$ cat src/rtl/seq_alu.sv
// Registered 8-op ALU with valid/ready handshakes. Div/mod use an iterative restoring divider.
// Define SEQ_ALU_ERR_EN to add an err output that flags divide-by-zero and shl overflow.
module seq_alu #(
  parameter int WIDTH = 4
) (
  input  logic             clk,
  input  logic             rst_n,
  input  logic             in_valid,
  output logic             in_ready,
  input  logic [2:0]       sel,
  input  logic [WIDTH-1:0] a,
  input  logic [WIDTH-1:0] b,
  output logic             out_valid,
  input  logic             out_ready,
  output logic [WIDTH:0]   out
`ifdef SEQ_ALU_ERR_EN
  ,
  output logic             err
`endif
);

  typedef enum logic [1:0] {IDLE, DIV, DONE} state_t;

  localparam logic [2:0] OP_PASS = 3'b000;
  localparam logic [2:0] OP_ADD  = 3'b001;
  localparam logic [2:0] OP_SUB  = 3'b010;
  localparam logic [2:0] OP_DIV  = 3'b011;
  localparam logic [2:0] OP_MOD  = 3'b100;
  localparam logic [2:0] OP_SHL  = 3'b101;
  localparam logic [2:0] OP_SHR  = 3'b110;
  localparam logic [2:0] OP_GT   = 3'b111;

  localparam int CW = (WIDTH > 1) ? $clog2(WIDTH) : 1;
  localparam logic [CW-1:0] LAST = CW'(WIDTH - 1);

  state_t           state_q, state_d;
  logic [WIDTH:0]   out_q, out_d;
  logic [CW-1:0]    cnt_q, cnt_d;
  logic [WIDTH:0]   rem_q, rem_d;
  logic [WIDTH-1:0] quo_q, quo_d;
  logic [WIDTH-1:0] dvs_q, dvs_d;
  logic             mod_q, mod_d;

  logic             accept;
  logic             start_div;
  logic [WIDTH:0]   a_x, b_x;
  logic [WIDTH:0]   single_res;
  logic [WIDTH:0]   shifted, trial, rem_new;
  logic             step_ge;
  logic [WIDTH-1:0] quo_new;

  assign in_ready  = rst_n & ((state_q == IDLE) | ((state_q == DONE) & out_ready));
  assign out_valid = (state_q == DONE);
  assign out       = out_q;
  assign accept    = in_valid & in_ready;
  assign start_div = ((sel == OP_DIV) || (sel == OP_MOD)) && (b != '0);
  assign a_x       = {1'b0, a};
  assign b_x       = {1'b0, b};

  always_comb begin
    single_res = '0;
    case (sel)
      OP_PASS: single_res = a_x;
      OP_ADD:  single_res = a_x + b_x;
      OP_SUB:  single_res = a_x - b_x;
      OP_DIV:  single_res = {1'b0, {WIDTH{1'b1}}};
      OP_MOD:  single_res = a_x;
      OP_SHL:  single_res = a_x << b;
      OP_SHR:  single_res = a_x >> b;
      OP_GT:   single_res = {{WIDTH{1'b0}}, (a > b)};
      default: single_res = '0;
    endcase
  end

  // One restoring step: shift in the next dividend bit, subtract if it fits.
  always_comb begin
    shifted = (rem_q << 1) | {{WIDTH{1'b0}}, quo_q[WIDTH-1]};
    trial   = shifted - {1'b0, dvs_q};
    step_ge = (shifted >= {1'b0, dvs_q});
    rem_new = step_ge ? trial : shifted;
    quo_new = {quo_q[WIDTH-2:0], step_ge};
  end

`ifdef SEQ_ALU_ERR_EN
  logic           err_q, err_d;
  logic           single_err;
  logic [WIDTH:0] shl_room;
  logic           shl_lost;
  localparam logic [WIDTH:0] W1 = (WIDTH + 1)'(WIDTH + 1);

  // shl overflows when any set bit of a would be shifted past the result MSB.
  always_comb begin
    shl_room = W1 - b_x;
    if (b_x >= W1) shl_lost = (a != '0);
    else           shl_lost = ((a_x >> shl_room) != '0);
    single_err = 1'b0;
    if (sel == OP_DIV || sel == OP_MOD) single_err = (b == '0);
    else if (sel == OP_SHL)             single_err = shl_lost;
  end
  assign err = err_q;
`endif

  always_comb begin
    state_d = state_q;
    out_d   = out_q;
    cnt_d   = cnt_q;
    rem_d   = rem_q;
    quo_d   = quo_q;
    dvs_d   = dvs_q;
    mod_d   = mod_q;
`ifdef SEQ_ALU_ERR_EN
    err_d   = err_q;
`endif
    case (state_q)
      DIV: begin
        rem_d = rem_new;
        quo_d = quo_new;
        cnt_d = cnt_q + 1'b1;
        if (cnt_q == LAST) begin
          out_d   = mod_q ? rem_new : {1'b0, quo_new};
          cnt_d   = '0;
          state_d = DONE;
        end
      end
      DONE: begin
        if (out_ready) begin
          state_d = IDLE;
`ifdef SEQ_ALU_ERR_EN
          err_d   = 1'b0;
`endif
        end
      end
      default: ;
    endcase
    // An accept is only possible from IDLE or a draining DONE; it overrides both.
    if (accept) begin
      if (start_div) begin
        rem_d   = '0;
        quo_d   = a;
        dvs_d   = b;
        mod_d   = (sel == OP_MOD);
        cnt_d   = '0;
        state_d = DIV;
`ifdef SEQ_ALU_ERR_EN
        err_d   = 1'b0;
`endif
      end else begin
        out_d   = single_res;
        state_d = DONE;
`ifdef SEQ_ALU_ERR_EN
        err_d   = single_err;
`endif
      end
    end
  end

  always_ff @(posedge clk) begin
    if (!rst_n) begin
      state_q <= IDLE;
      out_q   <= '0;
      cnt_q   <= '0;
      rem_q   <= '0;
      quo_q   <= '0;
      dvs_q   <= '0;
      mod_q   <= 1'b0;
`ifdef SEQ_ALU_ERR_EN
      err_q   <= 1'b0;
`endif
    end else begin
      state_q <= state_d;
      out_q   <= out_d;
      cnt_q   <= cnt_d;
      rem_q   <= rem_d;
      quo_q   <= quo_d;
      dvs_q   <= dvs_d;
      mod_q   <= mod_d;
`ifdef SEQ_ALU_ERR_EN
      err_q   <= err_d;
`endif
    end
  end

endmodule
$ cat config.mk
export PLATFORM = sky130hd
export DESIGN_NAME = seq_alu
export DESIGN_NICKNAME = d
export VERILOG_FILES = /design/src/rtl/seq_alu.sv
export SDC_FILE = /design/constraint.sdc
export NUM_CORES = 1
export LEC_CHECK = 0
export BUFFER_PORTS_ARGS = -buffer_cell sky130_fd_sc_hd__clkbuf_2
export CAP_MARGIN = 20
export CELL_PAD_IN_SITES_DETAIL_PLACEMENT = 0
export CELL_PAD_IN_SITES_GLOBAL_PLACEMENT = 2
export CORE_ASPECT_RATIO = 1.1
export CORE_MARGIN = 4
export CORE_UTILIZATION = 31
export CTS_CLUSTER_SIZE = 14
export DETAILED_ROUTE_END_ITERATION = 10
export PLACE_DENSITY_LB_ADDON = 0.1
export SLEW_MARGIN = 20
export SYNTH_ARGS = -nofsm -noshare
export SYNTH_HDL_FRONTEND = slang
export SYNTH_SLANG_ARGS = --single-unit
$ cat constraint.sdc
create_clock -name clk -period 2 [get_ports clk]
set_clock_uncertainty 0.15 [all_clocks]
set_input_delay 0.1 -clock clk [delete_from_list [all_inputs] [get_ports clk]]
set_output_delay 0.1 -clock clk [all_outputs]
set_load 0.01 [all_outputs]
== Word-level counts from Yosys, hierarchy flattened ==
Index checks and enable logic that the tools add are counted.

* Shift-type cells: 2
* $lt $le $gt $ge: 2
* Add/subtract/negate cells: 4
* Muxes and demuxes: 22
* Reduce and logical (&&, ||, !) cells: 9
* Bitwise operators: 5
* Eq/ne operators: 12

{| class="wikitable"
|+ Operators by type and width
! kind !! count
|-
| 2-to-1 mux 5 bit || 9
|-
| case mux 5 bit (7 select lines) || 1
|-
| 2-to-1 mux 2 bit || 8
|-
| equality test 3 bit (second input constant) || 4
|-
| 2-to-1 mux 4 bit || 3
|-
| equality test 3 x 2 -> 1 bit (second input constant) || 2
|-
| adder 4 x 4 -> 5 bit || 1
|-
| >= comparator 5 x 4 -> 1 bit || 1
|-
| OR 5 x 1 -> 5 bit || 1
|-
| left shift 4 x 4 -> 5 bit || 1
|-
| >> shifter 4 x 4 -> 5 bit || 1
|-
| subtractor 4 x 4 -> 5 bit || 1
|-
| subtractor 5 x 4 -> 5 bit || 1
|-
| equality test 2 bit (second input constant) || 2
|-
| > comparator 4 bit || 1
|-
| case mux 2 bit (2 select lines) || 1
|-
| nonzero test 4 bit || 1
|-
| AND 1 bit || 3
|-
| equality test 3 x 1 -> 1 bit (second input constant) || 1
|-
| zero test 3 bit || 1
|-
| != test 3 x 1 -> 1 bit (second input constant) || 1
|-
| != test 3 bit (second input constant) || 1
|-
| AND reduction 3 bit || 1
|-
| nonzero test 3 bit || 1
|-
| other kinds (8) || 8
|}

* Input bits: 15
* Bits in registers: 23
* Logic and storage cells: 63

== Longest topological paths before layout ==
* Depth in word-level cells: 8
* Depth in mapped cells: 9

== Least setup slack after synthesis ==
Ideal clock, no wire load.

* Path kind: register to register
* Start point: register dvs_q[1]
* End point: register out_q[3] (netlist: out[3])
* Data required time: 1755 ps
* Path buffers: 0
* Arrival: 1766 ps
* Cell stages (with the launch flop): 8
* Setup time: 95 ps
* Setup slack: -11 ps
* Cells stage by stage: dfxtp_1 inv_1 ha_1 nor2b_1 o31ai_1 o21ai_0 o31a_1 a221oi_1

* Longest elaborated chain between the ends: 7

{| class="wikitable"
|+ RTL lines
! what !! line !! source
|-
| from (decl) || 41 || <nowiki>logic [WIDTH-1:0] dvs_q, dvs_d;</nowiki>
|-
| from (signal assigned) || 175 || <nowiki>dvs_q <= dvs_d;</nowiki>
|-
| subtractor 5 x 4 -> 5 bit or >= comparator 5 x 4 -> 1 bit (tied branches) || 78, 79 ||
|-
| 2-to-1 mux 5 bit * || 80 || <nowiki>rem_new = step_ge ? trial : shifted;</nowiki>
|-
| 2-to-1 mux 5 bit * || 120 || <nowiki>out_d = mod_q ? rem_new : {1'b0, quo_new};</nowiki>
|-
| 2-to-1 mux 5 bit * || 119 || <nowiki>if (cnt_q == LAST) begin</nowiki>
|-
| 2-to-1 mux 5 bit * || 114 || <nowiki>case (state_q)</nowiki>
|-
| 2-to-1 mux 5 bit || 137 || <nowiki>if (start_div) begin</nowiki>
|-
| 2-to-1 mux 5 bit * || 136 || <nowiki>if (accept) begin</nowiki>
|-
| to (signal assigned) || 171 || <nowiki>out_q <= out_d;</nowiki>
|-
| to (decl) || 37 || <nowiki>logic [WIDTH:0] out_q, out_d;</nowiki>
|}

Every way passes the cells marked *; elsewhere a longest branch is shown, timed or not.
A chain may end at the register's enable or synchronous reset.

== Worst setup path after layout ==
* Start point: register rem_q[0]
* End point: register out_q[2] (netlist: out[2])

* Longest elaborated chain between the ends: 8

{| class="wikitable"
|+ RTL lines
! what !! line !! source
|-
| from (decl) || 39 || <nowiki>logic [WIDTH:0] rem_q, rem_d;</nowiki>
|-
| from (signal assigned) || 173 || <nowiki>rem_q <= rem_d;</nowiki>
|-
| OR 5 x 1 -> 5 bit * || 77 || <nowiki>shifted = (rem_q << 1) | {{WIDTH{1'b0}}, quo_q[WIDTH-1]};</nowiki>
|-
| subtractor 5 x 4 -> 5 bit or >= comparator 5 x 4 -> 1 bit (tied branches) || 78, 79 ||
|-
| 2-to-1 mux 5 bit * || 80 ||
|-
| 2-to-1 mux 5 bit * || 120 ||
|-
| 2-to-1 mux 5 bit * || 119 ||
|-
| 2-to-1 mux 5 bit * || 114 ||
|-
| 2-to-1 mux 5 bit || 137 ||
|-
| 2-to-1 mux 5 bit * || 136 ||
|}

Marked as above.

==> impl_metrics.py <==
metrics = {
    "status": {
        "outcome": "complete, but fails checks",
        "violations": "negative setup slack",
    },
    "worst_setup_path": {
        "r2r_cells": 7,
        "crit_slowest_cell": "dfxtp_4",
        "reg2reg_slack_ps": -30,
        "startpoint_type": "register",
        "arrival_ps": 2010,
        "required_ps": 1980,
        "cp_max_fo": 5,
        "crit_buf_inv": 1,
        "crit_family": "simple AND/OR/NAND/NOR gates",
        "reg2reg_from": "rem_q[0]$_SDFF_PN0_",
        "cpPeakStageDelay_ps": 370,
        "r2r_end": "out[2]$_SDFF_PN0_",
        "criticalPathCategory": "register to register",
        "crit_chain": "ha_4, nor2b_4, o31a_1, buf_6, or3_4, nand3_2, a311oi_2",
        "worstSetupEndpointType": "register",
    },
    "hold_path": {
        "worstHoldStart": "rst_n",
        "hold_class": "input pin to register",
        "holdPathEnd": "out[1]$_SDFF_PN0_",
        "min_path_cells": 3,
    },
    "drt": {
        "wl_per_cell_um": 17.1,
        "final_antenna_net_count": 0,
        "viasPerCell": 5.29,
        "drc": 0,
        "drt-initial-drc-count": 81,
        "routed_wl_um": 6780,
        "vias": 2093,
        "first_pass_iters": 4,
    },
    "global_route": {
        "grt-ovfl-total": 0,
        "grt_use_total_pct": 17.3,
        "antenna_found_initial": 0,
        "grt_pass1_vias": 2116,
        "grt_max_degree": 15,
        "grt_pass1_wl_um": 10700,
    },
    "die": {
        "die_area_um2": 7760,
        "core_area_um2": 6190,
        "io_pins": 22,
        "rows": 30,
        "die_y_um": 92.0,
        "initial_core_util_pct": 32.1,
        "die_w_um": 84.4,
    },
    "synthesis": {
        "syn_area_um2": 1990,
        "yosysTopAreaCell": "dfxtp_1",
        "synth_top_area_share_pct": 22.1,
        "ys_seq_area_share_pct": 22.1,
        "synthTopCellsByArea": "dfxtp_1 22%, ha_1 8.8%, a21oi_1 6.5%",
        "syn_inst": 259,
        "async_flop_share_pct": 0,
        "yosysUniqueCellTypes": 54,
        "synth_edf_count": 0,
        "synth.avg_cell_area_um2": 7.68,
        "ys.flop_type": "dfxtp_1",
        "ys_ff_latch": 22,
        "syn_nets": 291,
        "yosysWarnings": 0,
    },
    "final_layout": {
        "fill_cells": 646,
        "final_common_cell": "buf_4",
        "num_antenna_cells": 0,
        "multi_input_area_um2": 1550,
        "layout_common_cells": "44 x buf_4, 27 x nand2_1, 25 x a21oi_1, 21 x clkbuf_2, 17 x nor2_1",
        "regArea_um2": 452,
        "area.growth.synth_to_final_pct": 34.7,
        "drive_above_1_share_pct": 34.8,
        "nNetsFinal": 350,
    },
    "power_and_ir_drop": {
        "total_power_w": 0.00116,
        "ir_drop_mv": 0.210,
        "p_leak_nw": 1.08,
        "power.density_nw_per_um2": 432,
    },
    "timing": {
        "period_needed_ps": 2030,
        "clock.fmax_mhz": 492,
        "hold_viol": 0,
        "layout_setup_ws_ps": -31.3,
        "setup_viol": 2,
        "whs_ps": 51.1,
        "worst_pin_slew_ps": 552,
        "rsz0062_at_grt": "yes",
        "fin_crit_sh_pct": 102,
        "slew_headroom_pct": 63.2,
        "slew_violations": 0,
    },
    "clock_tree": {
        "htreeDepth": 1,
        "clk_pin_slew_ps": 70,
        "numCtsBuffers": 3,
        "root_buffer": "clkbuf_8",
        "tritoncts": "built",
        "cts.sinks": 22,
        "clockBufferDepth": 2,
        "clk_latency_ps": 260,
    },
    "place": {
        "dp_hpwl_um": 5340,
        "post-place-ws_ps": -208,
        "gp_congestion": 0.901,
        "place.port_buffers": 21,
    },
    "run": {
        "maxCapViolations": 0,
    },
}
==> power by group <==
group	leakage [nW]	internal, W	switching, W	total (W)
clock	0.0216	0.000134	0.000138	0.000273
combinational	0.881	0.000192	0.000226	0.000418
sequential	0.182	0.000454	0.0000144	0.000468
==> worst min-delay path: cells and delay by family <==
kind / cells / cell delay (ps)
simple gates: 1 / 110
buf+inv: 1 / 170
compound gates: 1 / 40
==> worst max-delay path by stage <==
stage / endpoint / slack (ps) / cells after the start / start
final: out[2]$_SDFF_PN0_ / -30 / 7 / rem_q[0]$_SDFF_PN0_
after global routing: out[2]$_SDFF_PN0_ / -80 / 8 / dvs_q[1]$_SDFFE_PN0P_
after CTS: out[1]$_SDFF_PN0_ / -50 / 7 / rem_q[0]$_SDFF_PN0_
after detailed placement: out[1]$_SDFF_PN0_ / -210 / 7 / dvs_q[1]$_SDFFE_PN0P_
after global placement: out[3]$_SDFF_PN0_ / -270 / 6 / rem_q[0]$_SDFF_PN0_
after floorplan: out[1]$_SDFF_PN0_ / 70 / 7 / dvs_q[1]$_SDFFE_PN0P_
==> kinds of logic after synthesis <==
logic type / after synthesis / share of synthesized area (%)
simple gates: 103 / 27.0
fa+ha+maj: 17 / 11.8
mux: 6 / 3.77
compound gates: 77 / 27.2
buf+inv: 32 / 7.23
flops: 22 / 22.1
xor+xnor: 2 / 0.881
==> flip-flops by register name, summed over array words and instances (netlist names) <==
name	count
rem_q	4
mod_q	1
quo_q	4
dvs_q	4
state_q	2
out	5
cnt_q	2
==> synth_stat cells (all sizes together), types with 2 or more instances <==
library cell  instances
nor2                 17
nor4b                 2
nand4                 3
a21oi                26
a2bb2oi               2
o21bai                2
inv                  18
dfxtp                22
xnor2                 2
a22oi                 2
a31oi                 2
buf                   5
nor3b                 3
o311ai                2
nand2                29
a32o                  3
nor3                  9
nand3b                3
o21ai                10
or3                   4
o31ai                 3
a311oi                5
o21a                  2
a211oi                3
o31a                  2
nand2b                6
clkbuf                9
a32oi                 2
nand3                 9
mux2                  2
a21o                  3
fa                    3
nor2b                10
and3                  2
ha                   14
mux2i                 3
==> metal layers <==
metal	part of all wire (%)	wire [um]	GRT usage (%)
met5	0	0	0
met4	3.1	212	7.12
met3	2.3	153	1.80
met2	52	3530	32.8
met1	43	2880	19.5
==> final cells by class <==
class | instances | share of cell area, %
clock buffers | 3 | 1.54
inverters | 18 | 2.52
multi-input cells | 205 | 57.8
flip-flops and latches | 22 | 16.9
well taps | 80 | 3.74
repair buffers | 68 | 17.5
==> through the flow <==
| stage | cell area, um^2 | utilization (%) | setup TNS [ps] | cells |
|---|---|---|---|---|
| finish | 2680 | 43.3 | -57.6 | 396 |
| global route | 2680 | 43.3 | -211 | 396 |
| CTS | 2560 | 41.4 | -147 | 395 |
| detailed placement | 2440 | 39.4 | -519 | 388 |
| global placement | 2440 | 39.4 | -815 | 388 |
| floorplan | 1990 | - | 0 | 259 |
==> timing repair <==
| action | 4_1_cts | 5_1_grt |
|---|---|---|
| setup endpoints to repair | 5 | 8 |
| buffers inserted | 4 | 2 |
| resized for setup | 15 | 27 |
| pin swaps | 8 | 16 |
| hold buffers | 0 | 0 |
No activity file was read; power rests on OpenSTA's default activity.
